<file path="src/rtl/adc_pkg.sv">
// adc_pkg: shared state encoding and sizing helpers for the ADC scan controller.
package adc_pkg;
  typedef enum logic [1:0] {IDLE, FRAME, GAP, CAPTURE} state_e;
  localparam int AVG_LOG2_MAX = 4;
  function automatic int frame_cycles(input int sys_fre, input int spi_fre);
    return 32 * (sys_fre / spi_fre);
  endfunction
  function automatic int acc_width(input int data_width, input int avg_log2);
    return data_width + avg_log2;
  endfunction
endpackage

</file>
<file path="src/rtl/adc_chan_pick.sv">
// adc_chan_pick: combinational next-enabled-channel picker (lowest on restart, else next above cur with 7->0 wrap).
module adc_chan_pick (
  input  logic [2:0] cur_i,
  input  logic [7:0] mask_i,
  input  logic       first_i,
  output logic [2:0] nxt_o,
  output logic       none_o
);
  logic [2:0] idx;
  logic       found;
  always_comb begin
    nxt_o = '0;
    idx = '0;
    found = 1'b0;
    for (int k = 0; k < 8; k++) begin
      idx = first_i ? 3'(k) : 3'(cur_i + 3'(k + 1));
      if (!found && mask_i[idx]) begin
        nxt_o = idx;
        found = 1'b1;
      end
    end
  end
  assign none_o = ~|mask_i;
endmodule

</file>
<file path="src/rtl/adc_scan_ctrl.sv">
// adc_scan_ctrl: round-robin SPI ADC frame sequencer with pipeline-aware per-channel averaging.
module adc_scan_ctrl
  import adc_pkg::*;
#(
  parameter int DATA_WIDTH = 12,
  parameter int SYS_FRE    = 50_000_000,
  parameter int SPI_FRE    = 1_000_000,
  parameter int GAP_CYCLES = 8,
  parameter int AVG_LOG2   = 2
) (
  input  logic                  sys_clk,
  input  logic                  sys_rst_n,
  input  logic                  scan_en,
  input  logic [7:0]            chan_mask,
  input  logic [DATA_WIDTH-1:0] spi_data,
  output logic                  spi_start,
  output logic [2:0]            spi_addr,
  output logic                  result_valid,
  output logic [2:0]            result_chan,
  output logic [DATA_WIDTH-1:0] result_data,
  output logic                  busy
);
  localparam int FRAME_CYCLES = frame_cycles(SYS_FRE, SPI_FRE);
  localparam int ACC_W = acc_width(DATA_WIDTH, AVG_LOG2);
  localparam int CNT_MAX = FRAME_CYCLES > GAP_CYCLES ? FRAME_CYCLES : GAP_CYCLES;
  localparam int CNT_W = $clog2(CNT_MAX);
  localparam logic [4:0] NUM = 5'(1 << AVG_LOG2);

  state_e                state_q, state_d;
  logic [CNT_W-1:0]      cnt_q, cnt_d;
  logic [2:0]            addr_q, addr_d, prev_q, prev_d, acc_ch_q, acc_ch_d, res_ch_q, res_ch_d;
  logic [4:0]            vis_q, vis_d, smp_q, smp_d, smp_base;
  logic                  prime_q, prime_d, rv_q, rv_d, same, run;
  logic [ACC_W-1:0]      acc_q, acc_d, acc_base, acc_sum;
  logic [DATA_WIDTH-1:0] res_q, res_d;
  logic [2:0]            pick_ch;
  logic                  pick_none;

  adc_chan_pick u_pick (
    .cur_i  (addr_q),
    .mask_i (chan_mask),
    .first_i(state_q == IDLE),
    .nxt_o  (pick_ch),
    .none_o (pick_none)
  );

  assign run = scan_en && !pick_none;
  // A new channel (or an emptied count) restarts the running sum from zero.
  assign same = (smp_q != 5'd0) && (acc_ch_q == prev_q);
  assign acc_base = same ? acc_q : '0;
  assign smp_base = same ? smp_q : 5'd0;
  assign acc_sum = acc_base + ACC_W'(spi_data);

  always_comb begin
    state_d = state_q;
    cnt_d = cnt_q;
    addr_d = addr_q;
    prev_d = prev_q;
    acc_ch_d = acc_ch_q;
    res_ch_d = res_ch_q;
    vis_d = vis_q;
    smp_d = smp_q;
    prime_d = prime_q;
    rv_d = 1'b0;
    acc_d = acc_q;
    res_d = res_q;
    case (state_q)
      IDLE: if (run) begin
        state_d = FRAME;
        cnt_d = '0;
        addr_d = pick_ch;
        vis_d = 5'd0;
        smp_d = 5'd0;
        acc_d = '0;
        prime_d = 1'b0;
      end
      FRAME: begin
        cnt_d = cnt_q + 1'b1;
        if (cnt_q == CNT_W'(FRAME_CYCLES - 1)) begin
          state_d = GAP;
          cnt_d = '0;
        end
      end
      GAP: begin
        cnt_d = cnt_q + 1'b1;
        if (cnt_q == CNT_W'(GAP_CYCLES - 1)) begin
          state_d = CAPTURE;
          cnt_d = '0;
        end
      end
      CAPTURE: begin
        // The return just shifted in belongs to the frame before the one that ended.
        prev_d = addr_q;
        prime_d = 1'b1;
        if (prime_q) begin
          acc_ch_d = prev_q;
          if (smp_base + 5'd1 == NUM) begin
            rv_d = 1'b1;
            res_d = DATA_WIDTH'(acc_sum >> AVG_LOG2);
            res_ch_d = prev_q;
            acc_d = '0;
            smp_d = 5'd0;
          end else begin
            acc_d = acc_sum;
            smp_d = smp_base + 5'd1;
          end
        end
        state_d = run ? FRAME : IDLE;
        if (run) begin
          vis_d = (vis_q == NUM - 5'd1) ? 5'd0 : vis_q + 5'd1;
          addr_d = (vis_q == NUM - 5'd1) ? pick_ch : addr_q;
        end
      end
      default: state_d = IDLE;
    endcase
  end

  always_ff @(posedge sys_clk or negedge sys_rst_n) begin
    if (!sys_rst_n) begin
      state_q <= IDLE;
      cnt_q <= '0;
      addr_q <= '0;
      prev_q <= '0;
      acc_ch_q <= '0;
      res_ch_q <= '0;
      vis_q <= '0;
      smp_q <= '0;
      prime_q <= 1'b0;
      rv_q <= 1'b0;
      acc_q <= '0;
      res_q <= '0;
    end else begin
      state_q <= state_d;
      cnt_q <= cnt_d;
      addr_q <= addr_d;
      prev_q <= prev_d;
      acc_ch_q <= acc_ch_d;
      res_ch_q <= res_ch_d;
      vis_q <= vis_d;
      smp_q <= smp_d;
      prime_q <= prime_d;
      rv_q <= rv_d;
      acc_q <= acc_d;
      res_q <= res_d;
    end
  end

  assign spi_start = state_q == FRAME;
  assign busy = state_q != IDLE;
  assign spi_addr = addr_q;
  assign result_valid = rv_q;
  assign result_chan = res_ch_q;
  assign result_data = res_q;
endmodule

</file>
<file path="config.mk">
export PLATFORM = sky130hd
export DESIGN_NAME = adc_scan_ctrl
export DESIGN_NICKNAME = d
export VERILOG_FILES = /design/src/rtl/adc_pkg.sv /design/src/rtl/adc_chan_pick.sv /design/src/rtl/adc_scan_ctrl.sv
export SDC_FILE = /design/constraint.sdc
export NUM_CORES = 1
export LEC_CHECK = 0
export ABC_AREA = 1
export BUFFER_PORTS_ARGS = -buffer_cell sky130_fd_sc_hd__buf_2
export CAP_MARGIN = 20
export CORE_AREA = 2 2 86 88
export DETAILED_ROUTE_END_ITERATION = 10
export DIE_AREA = 0 0 88 90
export HOLD_SLACK_MARGIN = 0.1
export PLACE_DENSITY_LB_ADDON = 0.12
export REMOVE_ABC_BUFFERS = 1
export SYNTH_ARGS = -nofsm -noshare
export SYNTH_HDL_FRONTEND = slang
export SYNTH_SLANG_ARGS = --single-unit
</file>
<file path="constraint.sdc">
create_clock -name sys_clk -period 6.51 [get_ports sys_clk]
set_input_delay 0 -clock sys_clk [delete_from_list [all_inputs] [get_ports sys_clk]]
set_output_delay 0 -clock sys_clk [all_outputs]
set_load 0.01 [all_outputs]
</file>
[After elaboration in Yosys (flattened, before gate mapping)]
Cells that the tools add are included.
Operators by class
  add/sub/neg operators: 11
  order comparisons: 8
  equal/unequal tests: 14
  multiplexer cells: 70
  reductions and logical operators: 30
Operators with widths (number)
  $mux W3: 19
  $mux W14: 4
  $mux W11: 3
  $pmux W11 S3: 1
  $lt A3 B4 Y1 const B: 8
  $mux W5: 6
  $pmux W14 S2: 1
  $bmux W1 S3: 8
  $mux W1: 20
  $pmux W5 S2: 2
  $add A14 B12 Y14: 1
  $add A3 B3 Y3 const B: 4
  $reduce_and A3 Y1: 4
  $add A11 B1 Y11 const B: 1
  $eq A11 B11 Y1 const B: 1
  $eq A11 B3 Y1 const B: 1
  $add A5 B1 Y5 const B: 2
  $ne A2 B2 Y1 const B: 5
  $logic_and A1 B1 Y1: 9
  $pmux W2 S4: 1
  $reduce_or A8 Y1: 1
  $logic_not A1 Y1: 7
  $add A3 B2 Y3 const B: 2
  $mux W2: 3
  other kinds (15): 19
Storage, ports and cells
  register bits: 63
  output and inout port bits: 21
  word-level logic and storage cells: 145

[Depth between registers and ports, before layout]
Gate-level depths: netlist of run 1.
  depth after elaboration: 29
  gate-level depth with buffers: 21
  mapped depth without buffers: 19

[Modules after synthesis]
Synthesis of run 1 repeated with hierarchy kept, for this count alone.
Unflattened totals
  cells, all modules: 667
  area total of the unflattened synthesis: 4718.3 sq um
By module, submodules not included
  adc_scan_ctrl: times used 1, cells an instance 494, area each 3824.9 sq um
  adc_chan_pick: times used 1, cells an instance 173, area each 893.4 sq um

[Worst setup path before layout of run 1]
No wires, ideal clock.
  path type: register to register
  start: reg prev_q[0]
  end: reg acc_q[10]
  library setup time: 0.131 ns
  arrival: 2.718 ns
  setup slack: 3.662 ns
  cell stages (with the launch flop): 16
  path buffers: 1
  period minus slack after synthesis: 2.848 ns
  path through: dfrtp_1 > xor2_1 > nor2_1 > nand3_2 > clkbuf_1 > nor2_1 > ha_1 > inv_1 > fa_1 > nor4_1 > nor2_1 > o21ai_0 > a21oi_1 > xnor2_1 > nand2_1 > o21ai_0
Between the ends
  longest elaborated chain between the ends: 8
RTL lines
  start: declaration: line adc_scan_ctrl.sv:31  | logic [2:0] addr_q, addr_d, prev_q, prev_d, acc_ch_q, acc_ch_d, res_ch_q, res_ch_d;
  start signal: assignment: line adc_scan_ctrl.sv:136  | prev_q <= prev_d;
  $eq A3 B3 Y1 (*): line adc_scan_ctrl.sv:49  | assign same = (smp_q != 5'd0) && (acc_ch_q == prev_q);
  $logic_and A1 B1 Y1 (*): line adc_scan_ctrl.sv:49
  $mux W5: line adc_scan_ctrl.sv:51  | assign smp_base = same ? smp_q : 5'd0;
  $add A5 B1 Y5: line adc_scan_ctrl.sv:97  | if (smp_base + 5'd1 == NUM) begin
  $eq A5 B3 Y1: line adc_scan_ctrl.sv:97
  $mux W14 (*): line adc_scan_ctrl.sv:97
  $mux W14 (*): line adc_scan_ctrl.sv:95  | if (prime_q) begin
  $pmux W14 S2 (*): line adc_scan_ctrl.sv:67  | case (state_q)
  end signal: assignment: line adc_scan_ctrl.sv:130  | acc_q <= '0;
  end signal: assignment: line adc_scan_ctrl.sv:143  | acc_q <= acc_d;
  end: declaration: line adc_scan_ctrl.sv:34  | logic [ACC_W-1:0] acc_q, acc_d, acc_base, acc_sum;
Mark *: on every way between the ends. The rest lies on a longest branch, timed or not. The select of a mux whose other input is x is not followed.
A chain may end at the register's enable or synchronous reset.

[Worst setup path after layout of run 1]
  start: reg prev_q[0]
  end: reg res_ch_q[0] (netlist: result_chan[0])
Between the ends
  longest elaborated chain between the ends: 6
RTL lines
  $eq A3 B3 Y1: line adc_scan_ctrl.sv:49
  $logic_and A1 B1 Y1: line adc_scan_ctrl.sv:49
  $mux W5: line adc_scan_ctrl.sv:51
  $add A5 B1 Y5: line adc_scan_ctrl.sv:97
  $eq A5 B3 Y1: line adc_scan_ctrl.sv:97
  $reduce_and A3 Y1 (no source line)
  end signal: assignment: line adc_scan_ctrl.sv:138  | res_ch_q <= res_ch_d;
  end: declaration: line adc_scan_ctrl.sv:31
Parallel ways exist; a longest one is shown, timed or not.

==> qor.yml, run 1 <==
floorplanning:
  dieHeight_um: 90
  core_region_area_mm2: 0.00702
  start_util: 0.631
  rows: 31
  die_w_um: 88
  dieArea_mm2: 0.00792
  io_pins: 44
placed_design:
  portBuffers: 43
  pre_cts_slack_ps: 3250
  hpwlAfterDp_um: 7300
  gp_congestion: 0.900
  dp_cells: 728
  dpl_cell_area_mm2: 0.00471
clock_network:
  cts_root_buf: "clkbuf_8"
  clk_pin_slew_ps: 70
  cts_htree_levels: 3
  ctsResizeCount: 0
  clkLatencyLatePin_ps: 330
  postCtsSetupBuffers: 0
  clock_path_buffers: 2
  cts_tree: "done"
  clock_sinks: 63
  cts_buffers: 9
synthesis:
  synth_top_area_frac: 0.356
  synth_edf_count: 0
  synth_top_area_cell: "dfrtp_1"
  yosys.area_share.adder: 0.0638
  async_reset_ff_frac: 1.00
  synth-compound-area-share: 0.121
  syn_area_mm2: 0.00443
  synthCells: 595
  synth_xor_area_frac: 0.0375
  yosysWarningCount: 0
  yosys-top-cells-area: "dfrtp_1 36%, nand2_1 11%, inv_1 6.9%"
  muxShareOfSynthArea: 0
  ys_types: 47
  ys.flop_type: "dfrtp_1"
  yosysSeqAreaShare: 0.356
  synth_top_family_by_area: "simple AND/OR/NAND/NOR gates"
  synth-seq-cells: 63
  synthSimpleGateAreaFrac: 0.329
  syn_area_per_cell_um2: 7.45
critical_path:
  crit_fanout: 21
  arrival_ps: 3520
  cp.required_ps: 6710
  slowest_delay_ps: 600
  end_kind: "register"
  startpoint_type: "register"
  critPathSlowestCell: "nor2_1"
  critical_path_class: "register to register"
  crit_chain: "xor2_1, nor2_1, nand3_2, nor2_1, ha_1, nand2_1, inv_1, nand2_1, nor2_1, inv_1, nand2_1, o21ai_1"
global_routing:
  grt_pass1_vias: 3882
  grt_pass1_wl_um: 16600
  grt-ovfl-total: 0
  antenna_found_initial: 0
  grt_use_total: 0.258
  grt_max_degree: 64
routing:
  drt-initial-drc-count: 187
  antenna_left: 0
  via_per_inst: 5.36
  vias: 3999
  dr.pass1.iters: 5
  route.detailed.drc: 0
  wire_per_inst_um: 12.9
  routed_wl_um: 9660
layout:
  fillers: 578
  final_cells: 746
  insertedDiodeCount: 0
  final_net_count: 688
  design_area_mm2: 0.00492
  drive_gt1_frac: 0.170
  areaGrowthSynthToFinish_pct: 11.0
timing:
  totalNegativeSetupSlack_ps: 0
  maxSlewViolCount: 0
  max_slew_margin: 0.489
  setup_violations: 0
  fin_ws_ps: 3190
  period_needed_ps: 3320
  max_freq_ghz: 0.301
  worstMarginPinSlew_ps: 766
  rsz0062_at_grt: "no"
  period_share: 0.510
  hold_viol_final: 0
  fin_worst_skew_ps: 12.8
power:
  power_leakage_nw: 2.41
  power_density_mw_per_mm2: 420
  ir_worst_vdd_uv: 368
hold_path:
  hp-class: "primary input to register"
job:
  drv_cap: 0
status:
  outcome: "complete, no violations"
## cells in the final DEF (no fill, tap or decap), types with 6 or more instances in the layout
master	count
o21ai_1	7
dfrtp_1	63
a21oi_1	28
o22ai_1	6
nor3_1	8
nand3_1	50
inv_1	81
nor2_1	48
o21ai_0	35
nand2_2	16
xor2_1	11
nand3_2	9
ha_1	21
nand2_4	7
nand2_1	131
clkbuf_8	9
xnor2_1	8
nand4_1	14
buf_2	43
## Yosys cell counts, types with 2 or more instances
cell type,instances
o31ai_1,2
o21ai_1,7
o21ai_0,35
nand3_1,50
nor4_1,3
nand2_1,131
a22oi_1,2
a31oi_1,2
nor2_4,3
nor3_1,8
nand2_4,7
inv_2,4
nor2_2,4
clkbuf_1,4
o21a_1,3
nand2_2,16
nor2_1,48
inv_1,81
nand4_1,14
o32ai_1,2
buf_2,4
dfrtp_1,63
xor2_1,11
a21oi_1,28
xnor2_1,8
o22ai_1,6
ha_1,21
nand3_2,9
## critical path: cells and delay by family (launching register included)
kind,cells,cell delay [ps]
adders and majority gates,1,230
and+or+nand+nor,7,1710
xor gates and xnor gates,1,160
DFF,1,400
AOI/OAI and AO/OA,1,70
buffers and inverters,2,600
## metrics by stage
step	hold slack, ps	total power [mW]	utilization
global route	220	2.24	0.701
global placement	208	1.70	0.671
floorplan	-296	1.46	-
finish	185	2.06	0.701
CTS	177	2.05	0.700
detailed placement	211	1.72	0.671
## worst paths after layout
| kind | from | end | slack, ps | cells after the start |
|---|---|---|---|---|
| worst min-delay path | spi_data[8] | result_data[6] | 190 | 5 |
| worst max register to register | prev_q[0] | result_chan[0] | 3190 | 12 |
| max in group asynchronous | sys_rst_n | vis_q[1] | 5640 | 3 |
| min in group asynchronous | sys_rst_n | acc_q[5] | 350 | 3 |
| worst max-delay path | prev_q[0] | result_chan[0] | 3190 | 12 |
| worst min register to register | result_data[10] | result_data[10] | 470 | 2 |
## layer usage
layer	track usage	wire length [um]	vias to the layer above
met5	0	0	-
met3	0.0413	441	18
met2	0.424	4680	104
li1	-	-	2046
met4	0.0936	180	0
met1	0.339	4360	1831
## repair_timing
action                                  4_1_cts  5_1_grt
endpoints found under the setup margin        0        0
hold endpoints to repair                     64        0
hold buffers                                  2        0
## cell families after synthesis
family | Yosys count
buffers and inverters | 98
and+or+nand+nor | 298
DFF | 63
adders and majority gates | 22
xor gates and xnor gates | 19
AOI/OAI and AO/OA | 95
## power breakdown
group	internal [mW]	switching [mW]
clock network	0.174	0.142
registers	0.457	0.0541
logic	0.386	0.852
## sequential cells by signal, summed over array words and instances (netlist names)
signal        flops
acc_ch_q          3
result_data      12
acc_q            14
spi_addr          3
result_valid      1
vis_q             5
prime_q           1
state_q           2
result_chan       3
cnt_q            11
prev_q            3
smp_q             5
## area by class of cell
type / count / area, um^2 / area share
timing repair buffer: 48 / 258 / 0.0524
sequential: 63 / 1580 / 0.321
tap: 99 / 124 / 0.0252
clock buffer: 11 / 131 / 0.0267
multi-input combinational: 434 / 2450 / 0.497
clock inverter: 4 / 47.5 / 0.00967
inverter: 87 / 335 / 0.0682
Note: power is estimated with default switching activity, not from simulation.
==> inputs of run 2 (changes only) <==
--- a/config.mk
+++ b/config.mk
@@ -5,12 +5,12 @@
 export SDC_FILE = /design/constraint.sdc
 export NUM_CORES = 1
 export LEC_CHECK = 0
-export ABC_AREA = 1
+export ABC_AREA = 0
 export BUFFER_PORTS_ARGS = -buffer_cell sky130_fd_sc_hd__buf_2
 export CAP_MARGIN = 20
-export CORE_AREA = 2 2 86 88
+export CORE_AREA = 2 2 89 91
 export DETAILED_ROUTE_END_ITERATION = 10
-export DIE_AREA = 0 0 88 90
+export DIE_AREA = 0 0 91 93
 export HOLD_SLACK_MARGIN = 0.1
 export PLACE_DENSITY_LB_ADDON = 0.12
 export REMOVE_ABC_BUFFERS = 1
==> constraint.sdc (replaced) <==
create_clock -name sys_clk -period 3.3 [get_ports sys_clk]
set_input_delay 0 -clock sys_clk [delete_from_list [all_inputs] [get_ports sys_clk]]
set_output_delay 0 -clock sys_clk [all_outputs]
set_load 0.01 [all_outputs]
==> run 2 against run 1 <==
Against the previous run: synthesized area decreased by 0.76%; global-route usage up 0.71 points; largest power group is now registers; register-to-register slack worse by 3000 ps; critical endpoint is now spi_addr[2].
==> qor.yml, run 2 <==
timing:
  max_freq_ghz: 0.320
  maxSlewViolCount: 0
  max_slew_margin: 0.475
  fin_hold_ws_ps: 210
  fin_ws_ps: 172
  period_share: 0.948
  worstMarginPinSlew_ps: 788
  fin_worst_skew_ps: 18.2
  totalNegativeSetupSlack_ps: 0
  setup_violations: 0
  period_needed_ps: 3130
  rsz0062_at_grt: "no"
  hold_viol_final: 0
global_routing:
  grt_pass1_wl_um: 18100
  antenna_found_initial: 0
  grt_pass1_vias: 3871
  grt_max_degree: 64
  grt_use_total: 0.265
  grt-ovfl-total: 0
layout:
  final_common_cell: "dfrtp_1"
  mostFrequentLayoutCells: "63 x dfrtp_1, 56 x nand2_1, 43 x buf_2"
  drive_gt1_frac: 0.269
  fin_util: 0.697
  areaGrowthSynthToFinish_pct: 19.3
  insertedDiodeCount: 0
  final_net_count: 597
  largest_reg_flops: 14
  multiInputGateArea_mm2: 0.00275
  fillers: 613
  ff_latch_area_mm2: 0.00158
  largest-register: "acc_q"
  design_area_mm2: 0.00525
synthesis:
  async_reset_ff_frac: 1.00
  synth_top_area_frac: 0.358
  netlist_top_cells_count: "63 x dfrtp_1, 56 x nand2_1, 29 x nor2_1, 29 x o21ai_0, 23 x mux2_2"
  yosys-top-cells-area: "dfrtp_1 36%, ha_1 6.0%, mux2_2 5.9%"
  syn_area_mm2: 0.00440
  synth_most_common_cell: "dfrtp_1"
  ys_types: 67
  synth_top_area_cell: "dfrtp_1"
  synth-seq-cells: 63
  yosysWarningCount: 0
  ys.flop_type: "dfrtp_1"
  synthCells: 472
  synth_edf_count: 0
  yosysSeqAreaShare: 0.358
  syn_area_per_cell_um2: 9.32
critical_path:
  r2r_start: "state_q[0]"
  startpoint_type: "register"
  end_kind: "register"
  arrival_ps: 3360
  cp.required_ps: 3540
  critical_path_class: "register to register"
  crit_fanout: 5
  crit_start: "state_q[0]"
clock_network:
  cts_buffers: 9
  cts_htree_levels: 3
  clk_pin_slew_ps: 80
  clock_sinks: 63
  clkLatencyLatePin_ps: 350
  cts_tree: "done"
  clock_path_buffers: 2
  cts_root_buf: "clkbuf_8"
power:
  power_leakage_nw: 2.58
  ir_worst_vdd_uv: 181
  power_density_mw_per_mm2: 308
routing:
  vias: 3915
  dr.pass1.iters: 4
  via_per_inst: 5.94
  route.detailed.drc: 0
  antenna_left: 0
  wire_per_inst_um: 16.1
  routed_wl_um: 10600
  drt-initial-drc-count: 182
floorplanning:
  dieArea_mm2: 0.00846
  start_util: 0.584
  core_region_area_mm2: 0.00753
  dieHeight_um: 93
  rows: 32
  io_pins: 44
  die_w_um: 91
placed_design:
  portBuffers: 43
  gp_congestion: 0.943
  pre_cts_slack_ps: -206
  dpl_cell_area_mm2: 0.00495
  hpwlAfterDp_um: 7740
status:
  outcome: "complete, no violations"
job:
  drv_cap: 0
hold_path:
  min_from: "scan_en"
  hp-class: "primary input to register"
## run 2: final timing paths
| check | to | slack [ps] | depth (start not counted) |
|---|---|---|---|
| setup / recovery | spi_addr[2] | 170 | 11 |
| hold / removal | prime_q | 210 | 5 |
| setup reg to reg | spi_addr[2] | 170 | 11 |
| hold reg to reg | acc_q[0] | 490 | 2 |
| max in group asynchronous | spi_addr[1] | 2430 | 3 |
| min in group asynchronous | cnt_q[8] | 350 | 3 |
## run 2: timing repair
item	CTS	global route
hold buffers	3	0
resized for setup	4	18
pin swaps	1	4
setup endpoints to repair	9	12
endpoints found under the hold margin	65	0
buffers inserted	0	0
## run 2: critical path, stage by stage (launching register included)
cell and delay [ps]:
dfrtp_1 420, inv_1 100, ha_1 310, buf_4 190, nor2_1 400, mux4_2 440
mux2i_4 210, nand2_2 110, nor3_4 150, nand2_2 90, o41a_1 420, o32a_1 180
## run 2: area by class of cell
cell class / instances / area share
Tap cell: 102 / 0.0243
Multi-Input combinational cell: 377 / 0.524
Clock buffer: 9 / 0.0236
Clock inverter: 7 / 0.0148
Sequential cell: 63 / 0.300
Timing Repair Buffer: 83 / 0.0996
Inverter: 18 / 0.0129
## run 2: metal layers
| metal | wire length, um | up-vias | global-route usage |
|---|---|---|---|
| met5 | 0 | - | 0 |
| met3 | 431 | 20 | 0.0459 |
| li1 | - | 1889 | - |
| met1 | 4730 | 1904 | 0.336 |
| met2 | 5210 | 102 | 0.462 |
| met4 | 206 | 0 | 0.0871 |
## run 2: cells by family after synthesis
group,Yosys count,share of synthesized area
AO/OA/AOI/OAI,119,0.183
XOR/XNOR,17,0.0339
adder cells (fa/ha/maj),22,0.0643
buffers and inverters,32,0.0316
flip-flops,63,0.358
multiplexers,45,0.129
AND/OR/NAND/NOR,174,0.199
## run 2: metrics by stage
step	total power, mW	cells
after floorplan	0.860	458
after global placement	0.917	640
after detailed placement	0.920	640
after CTS	1.63	659
after global routing	1.68	659
final	1.62	659
## run 2: where the power goes
| part | internal (mW) | switching (mW) | total (mW) |
|---|---|---|---|
| logic | 0.0567 | 0.0751 | 0.132 |
| clock network | 0.357 | 0.351 | 0.708 |
| registers | 0.774 | 0.00348 | 0.778 |
| total | 1.19 | 0.430 | 1.62 |
